==> src/rtl/memory_game_ctl.sv <==
// Memory-match game controller: 4x4 card board clicked with a mouse.
// Tracks face-up/matched cards, move and pair counts, and the win condition.
module memory_game_ctl #(
  parameter int unsigned BOARD_X     = 144,
  parameter int unsigned BOARD_Y     = 44,
  parameter int unsigned CARD_W      = 120,
  parameter int unsigned SHOW_CYCLES = 40_000_000,
  parameter logic [63:0] CARD_MAP    = 64'h7654_3210_7654_3210
) (
  input  logic        clk,
  input  logic        rst,
  input  logic        mouse_left,
  input  logic [11:0] mouse_xpos,
  input  logic [11:0] mouse_ypos,
  output logic [31:0] card_state,
  output logic [63:0] card_values,
  output logic [7:0]  moves,
  output logic [3:0]  pairs_found,
  output logic        game_won
);

  typedef enum logic [2:0] {StIdle, StOneUp, StCompare, StShow, StWon} state_e;

  state_e      state_q;
  logic        sync1_q, sync2_q, sync3_q;
  logic [3:0]  idx1_q, idx2_q;
  logic [31:0] timer_q;
  logic [31:0] card_state_q;
  logic [7:0]  moves_q;
  logic [3:0]  pairs_q;
  logic        won_q;

  logic [12:0] dx, dy;
  logic        click, hit;
  logic [3:0]  hit_idx;
  logic [1:0]  hit_state;
  logic [3:0]  val1, val2;

  // Pointer decode: 13-bit difference so a cursor left of/above the board goes negative.
  always_comb begin
    dx        = {1'b0, mouse_xpos} - 13'(BOARD_X);
    dy        = {1'b0, mouse_ypos} - 13'(BOARD_Y);
    hit       = ~dx[12] & ~dy[12] & (dx[11:9] == 3'd0) & (dy[11:9] == 3'd0) &
                ({1'b0, dx[6:0]} < 8'(CARD_W)) & ({1'b0, dy[6:0]} < 8'(CARD_W));
    hit_idx   = {dy[8:7], dx[8:7]};
    hit_state = card_state_q[{hit_idx, 1'b0} +: 2];
    click     = sync2_q & ~sync3_q;
    val1      = CARD_MAP[{idx1_q, 2'b00} +: 4];
    val2      = CARD_MAP[{idx2_q, 2'b00} +: 4];
  end

  always_ff @(posedge clk) begin
    if (rst) begin
      state_q      <= StIdle;
      sync1_q      <= 1'b0;
      sync2_q      <= 1'b0;
      sync3_q      <= 1'b0;
      idx1_q       <= 4'd0;
      idx2_q       <= 4'd0;
      timer_q      <= 32'd0;
      card_state_q <= 32'd0;
      moves_q      <= 8'd0;
      pairs_q      <= 4'd0;
      won_q        <= 1'b0;
    end else begin
      sync1_q <= mouse_left;
      sync2_q <= sync1_q;
      sync3_q <= sync2_q;
      unique case (state_q)
        StIdle: begin
          if (click && hit && hit_state == 2'b00) begin
            card_state_q[{hit_idx, 1'b0} +: 2] <= 2'b01;
            idx1_q  <= hit_idx;
            state_q <= StOneUp;
          end
        end
        StOneUp: begin
          if (click && hit && hit_state == 2'b00 && hit_idx != idx1_q) begin
            card_state_q[{hit_idx, 1'b0} +: 2] <= 2'b01;
            idx2_q  <= hit_idx;
            if (moves_q != 8'hFF) moves_q <= moves_q + 8'd1;
            state_q <= StCompare;
          end
        end
        StCompare: begin
          if (val1 == val2) begin
            card_state_q[{idx1_q, 1'b0} +: 2] <= 2'b10;
            card_state_q[{idx2_q, 1'b0} +: 2] <= 2'b10;
            pairs_q <= pairs_q + 4'd1;
            if (pairs_q == 4'd7) begin
              won_q   <= 1'b1;
              state_q <= StWon;
            end else begin
              state_q <= StIdle;
            end
          end else begin
            timer_q <= 32'(SHOW_CYCLES - 1);
            state_q <= StShow;
          end
        end
        StShow: begin
          if (timer_q == 32'd0) begin
            card_state_q[{idx1_q, 1'b0} +: 2] <= 2'b00;
            card_state_q[{idx2_q, 1'b0} +: 2] <= 2'b00;
            state_q <= StIdle;
          end else begin
            timer_q <= timer_q - 32'd1;
          end
        end
        StWon: state_q <= StWon;
        default: state_q <= StIdle;
      endcase
    end
  end

  assign card_state  = card_state_q;
  assign card_values = CARD_MAP;
  assign moves       = moves_q;
  assign pairs_found = pairs_q;
  assign game_won    = won_q;

endmodule
==> config.mk <==
export PLATFORM = sky130hd
export DESIGN_NAME = memory_game_ctl
export DESIGN_NICKNAME = d
export VERILOG_FILES = /design/src/rtl/memory_game_ctl.sv
export SDC_FILE = /design/constraint.sdc
export NUM_CORES = 1
export LEC_CHECK = 0
export BUFFER_PORTS_ARGS = -buffer_cell sky130_fd_sc_hd__buf_2
export CORE_MARGIN = 2
export CORE_UTILIZATION = 56
export CTS_BUF_LIST = sky130_fd_sc_hd__clkbuf_8
export CTS_CLUSTER_SIZE = 30
export DETAILED_ROUTE_END_ITERATION = 10
export PLACE_DENSITY = 0.85
export SLEW_MARGIN = 20
export SYNTH_ARGS = -nofsm -noshare
export SYNTH_HDL_FRONTEND = slang
export SYNTH_SLANG_ARGS = --single-unit
==> constraint.sdc <==
create_clock -name clk -period 3.2 [get_ports clk]
set_input_delay 0.32 -clock clk [delete_from_list [all_inputs] [get_ports clk]]
set_output_delay 0.32 -clock clk [all_outputs]
set_load 0.01 [all_outputs]
### Yosys cells after proc, flatten, opt, wreduce, memory -nomap -nowiden

Cells that the tools add are included.

* add/subtract/negate cells: 8
* multipliers: 0
* div/mod/pow operators: 0
* $lt $le $gt $ge: 2
* eq/ne operators: 14
* shift operators: 11
* mux-type cells: 19
* bitwise logic cells: 9
* reduce and logical (&&, ||, !) cells: 18

Operators with widths (count)
* $mux W32: 6
* $bwmux W32: 5
* $shiftx A2 B7 Y32 const A: 5
* $pmux W32 S4: 1
* $shiftx A64 B7 Y4 const A: 2
* $shift A2 B7 Y32 const A: 3
* $pmux W32 S2: 1
* $logic_not A32 Y1: 1
* $shiftx A32 B6 Y2: 1
* $sub A32 B1 Y32 const B: 1
* $neg A5 Y7: 3
* $mux W3: 5
* $pmux W3 S5: 1
* $lt A7 B7 Y1 const B: 2
* $sub A12 B6 Y13 const B: 1
* $sub A12 B8 Y13 const B: 1
* $ne A2 B2 Y1 const B: 6
* $reduce_and A3 Y1: 4
* $logic_not A3 Y1: 3
* $add A8 B1 Y8 const B: 1
* $ne A8 B8 Y1 const B: 1
* $and A1 B1 Y1: 6
* $eq A3 B2 Y1 const B: 2
* $reduce_and A2 Y1: 3
* 12 further kinds: 16

* flip-flop bits (word level): 91
* bits in latches: 0
* memory bits (writable): 0
* ROM bits: 0
* bits of input ports: 27
* output and inout port bits: 109
* word-level logic and storage cells: 92
* memories kept: 0

### Depth between registers and ports, before layout

* word-level depth: 12
* gate-level depth with buffers: 14
* gate-level depth less buffers: 13

### Worst setup path after synthesis

Ideal clock, no wire load.

* path kind: input port to flip-flop
* from: input port mouse_xpos[4]
* to: register moves_q[4], in the netlist moves[4]
* library setup time: 0.123 ns
* arrival: 2.785 ns
* required time: 3.077 ns
* setup slack: 0.292 ns
* stages on the path: 12
* cell sequence: inv_1 ha_1 nand2b_4 a21o_4 nand2_4 inv_2 o311ai_2 a21oi_2 o41ai_4 nand3_4 nor4b_1 mux2_1

* word-level cells in the longest chain between the ends: 11
* elaborated cells on any way between the ends: 16
* those cells by class: add/sub: 1; order compare: 1; eq/ne: 1; shift: 1; bitwise: 6; reduce/logical: 6

Ends and longest elaborated chain
* start: declaration: RTL line 13 `input logic [11:0] mouse_xpos,`
* $sub A12 B8 Y13 *: RTL line 41 `dx = {1'b0, mouse_xpos} - 13'(BOARD_X);`
* parallel branches: the longest is 8 deep, another holds $lt A7 B7 Y1
* $logic_and A1 B1 Y1 *: RTL line 78 `if (click && hit && hit_state == 2'b00 && hit_idx != idx1_q) begin`
* $reduce_and A3 Y1 (no source line) *
* end signal: assignment: RTL line 81 `if (moves_q != 8'hFF) moves_q <= moves_q + 8'd1;`
* end: declaration: RTL line 29 `logic [7:0] moves_q;`

Mark *: on every way between the ends.
A chain may end at the register's enable or synchronous reset.

### Worst setup path after layout

* from: register timer_q[0]
* to: register card_state_q[4], in the netlist card_state[4]

* word-level cells in the longest chain between the ends: 3

Ends and longest elaborated chain
* start: declaration: RTL line 27 `logic [31:0] timer_q;`
* start signal: assignment: RTL line 97 `timer_q <= 32'(SHOW_CYCLES - 1);`
* start signal: assignment: RTL line 107 `timer_q <= timer_q - 32'd1;`
* $logic_not A32 Y1: RTL line 102 `if (timer_q == 32'd0) begin`
* $ne A2 B2 Y1 (no source line)
* $reduce_and A5 Y1 (no source line)
* end signal: indexed assignment: RTL line 88 `card_state_q[{idx2_q, 1'b0} +: 2] <= 2'b10;`
* end signal: indexed assignment: RTL line 103 `card_state_q[{idx1_q, 1'b0} +: 2] <= 2'b00;`
* end signal: indexed assignment: RTL line 104 `card_state_q[{idx2_q, 1'b0} +: 2] <= 2'b00;`
* end: declaration: RTL line 28 `logic [31:0] card_state_q;`

Every way passes these cells.

==> impl_metrics.env <==
export IMPL_critPathMaxStageDelay_ns=0.51
export IMPL_crit_chain="inv_1, ha_1, nor4b_2, and3_1, or4b_1, and2_1, nor3_2, a21oi_1, buf_4, or3_1, o21ai_0"
export IMPL_grt_max_degree=43
export IMPL_fin_ws_ns=0.287
export IMPL_hold_viol=0
export IMPL_yosys_register_bits=91
export IMPL_internal_power_mw=1.55
export IMPL_synth_edf_count=0
export IMPL_maxSlewHeadroom=0.304
export IMPL_remaining_drc_errors=0
export IMPL_overflow=0
export IMPL_ios=136
export IMPL_crit_type="reg2reg"
export IMPL_antenna_found_initial=0
export IMPL_status="finished clean"
export IMPL_fmax_mhz=343
export IMPL_start_util=0.571
export IMPL_fin_tns_setup_ns=0
export IMPL_drive_gt1_frac=0.171
export IMPL_p_switching_mw=0.687
export IMPL_dr_pass1_iters=6
export IMPL_worst_pin_slew_ns=1.03
export IMPL_holdPathStages=2
export IMPL_powerDensity_nw_per_um2=350
export IMPL_clock_latency_ns=0.39
export IMPL_nets=847
export IMPL_ys_seq_area_frac=0.314
export IMPL_fin_crit_ns=2.91
export IMPL_endpoint_kind="register"
export IMPL_cp_arrival_ns=3.22
export IMPL_via_per_inst=5.84
export IMPL_io_buffers=66
export IMPL_post_drt_wl_per_cell_um=15.3
export IMPL_grt_pass1_vias=4872
export IMPL_finClkSkew_ns=0.0176
export IMPL_swShare=0.307
export IMPL_grt_usage=0.252
export IMPL_place_ws_ns=0.0339
export IMPL_cp_top_family="simple AND/OR/NAND/NOR gates"
export IMPL_cts_sinks=91
export IMPL_clk_pin_slew_ns=0.10
export IMPL_syn_to_final_growth_pct=10.1
export IMPL_ant_nets=0
export IMPL_globalplace_congestion=0.892
export IMPL_cts_buffer_depth=2
export IMPL_synth_distinct_cells=72
export IMPL_worst_path_stages=11
export IMPL_slowest_stage="or4b_1"
export IMPL_startpoint_type="register"
export IMPL_clock_power_share=0.352
export IMPL_min_path_type="in2reg"
export IMPL_setup_violations=0
export IMPL_synthFlopType="dfxtp_1"
export IMPL_wl_um=14500
export IMPL_regArea_um2=1820
export IMPL_rsz0062_at_grt="no"
export IMPL_drv_cap=0
export IMPL_leakage_nw=2.59
export IMPL_p_comb_frac=0.136
export IMPL_cts_tree="built"
export IMPL_syn_area_um2=5810
export IMPL_post_route_period_util=0.910
export IMPL_final_common_cell="dfxtp_1"
export IMPL_r2r_cells=11
export IMPL_layout_common_cells="dfxtp_1, nor2_1, buf_2, a21oi_1, conb_1"
export IMPL_yosysWarningCount=0
export IMPL_num_vias=5516
export IMPL_cp_max_fo=9
export IMPL_nFillCells=904
export IMPL_die_h_um=106
export IMPL_drt_initial_drc_count=466
export IMPL_synth_async_reset_ratio=0
export IMPL_numCtsBuffers=9
export IMPL_final_max_slew_viol_count=0
export IMPL_coreArea_um2=10200
export IMPL_peakVddDrop_uv=248
export IMPL_final_util=0.628
export IMPL_synthCells=729
export IMPL_row_count=37
export IMPL_root_buffer="clkbuf_8"
export IMPL_antenna_cells=0
export IMPL_crit_buf_inv=2
export IMPL_h_tree_depth=3
export IMPL_avgSynthCellArea_um2=7.97
export IMPL_die_area_um2=11200
export IMPL_power_frac_seq=0.511
export IMPL_required_ns=3.51
export IMPL_multi_input_area_um2=3550
export IMPL_dp_hpwl_um=10400
export IMPL_grt_pass1_wl_um=22900
export IMPL_fp_dieW_um=106
==> cells in the mapped netlist, drive strengths merged, types with 2 or more instances <==
cell,n,area [um^2]
dfxtp,91,1820
nor2,79,297
buf,70,521
a21oi,66,334
nand2,49,191
o21ai,38,190
nor3,27,135
clkbuf,25,93.8
nand3,24,145
xnor2,22,193
inv,21,78.8
xor2,20,175
ha,16,200
nand2b,14,95.1
or3,14,92.6
nor4,12,90.1
a22oi,11,82.6
a31oi,10,62.6
nor2b,10,62.6
a22o,9,78.8
mux2i,8,80.1
o31ai,8,60.1
and3,7,43.8
or4,7,52.6
nand3b,6,45.0
o311ai,5,58.8
a21o,4,37.5
nand4,4,25.0
nand4b,4,35.0
nor4b,4,35.0
o211ai,4,30.0
a211oi,3,22.5
o2111ai,3,32.5
o21a,3,22.5
o2bb2ai,3,26.3
o41ai,3,45.1
or3b,3,26.3
conb,2,7.51
or2,2,12.5
or4b,2,20.0
==> sequential cells by signal, indices dropped and copies added, names as in the netlist, 3 cells and up <==
register and count:
pairs_found 4, idx2_q 4, timer_q 32, moves 8, idx1_q 4, card_state 32
state_q 3
==> per-layer routing <==
metal | wire length [um] | global-route usage | part of all wire | vias to the layer above
met5 | 0 | 0 | 0 | -
met4 | 416 | 0.0949 | 0.029 | 0
met3 | 1320 | 0.0519 | 0.091 | 53
met2 | 6760 | 0.422 | 0.47 | 304
met1 | 5970 | 0.319 | 0.41 | 2532
li1 | - | - | - | 2627
==> power groups by stage <==
| stage | clock network [mW] | logic, mW | registers (mW) |
|---|---|---|---|
| after floorplan | 0 | 0.258 | 1.17 |
| after global placement | 0 | 0.290 | 1.17 |
| after detailed placement | 0 | 0.295 | 1.17 |
| after CTS | 0.799 | 0.298 | 1.14 |
| after global routing | 0.839 | 0.330 | 1.15 |
| final | 0.789 | 0.306 | 1.15 |
==> stage by stage <==
stage               power, mW  area, um^2  hold WS [ns]  instances
floorplan                1.43        6040         0.414        791
global placement         1.46        6180         0.418        929
finish                   2.24        6400         0.152        945
CTS                      2.24        6380         0.153        945
detailed placement       1.47        6180         0.436        929
global route             2.31        6400         0.172        945
==> logic make-up after synthesis <==
kind of cell,Yosys count,share of synthesized area
other,2,0.00129
AOI/OAI and AO/OA,180,0.201
DFF,91,0.314
xor gates and xnor gates,42,0.0633
and+or+nand+nor,272,0.247
buffers and inverters,116,0.119
adders and majority gates,16,0.0345
muxes,10,0.0196
==> path summary, 6_finish.rpt <==
check | endpoint | slack [ns] | startpoint
hold reg to reg | sync2_q | 0.44 | sync1_q
setup reg to reg | card_state[4] | 0.29 | timer_q[0]
setup / recovery | card_state[4] | 0.29 | timer_q[0]
hold / removal | sync1_q | 0.15 | mouse_left
==> timing repair <==
item | in CTS | in global routing
hold buffers | 0 | 0
setup buffers | 0 | 0
endpoints found under the setup margin | 0 | 2
resized for setup | 0 | 3
==> area by class of cell <==
class / instances / share of cell area
flip-flops and latches: 91 / 0.285
clock inverters: 7 / 0.0119
multi-input cells: 584 / 0.555
well taps: 136 / 0.0266
clock buffers: 9 / 0.0194
inverters: 21 / 0.0123
repair buffers: 97 / 0.0900
(Power assumes the default switching activity.)
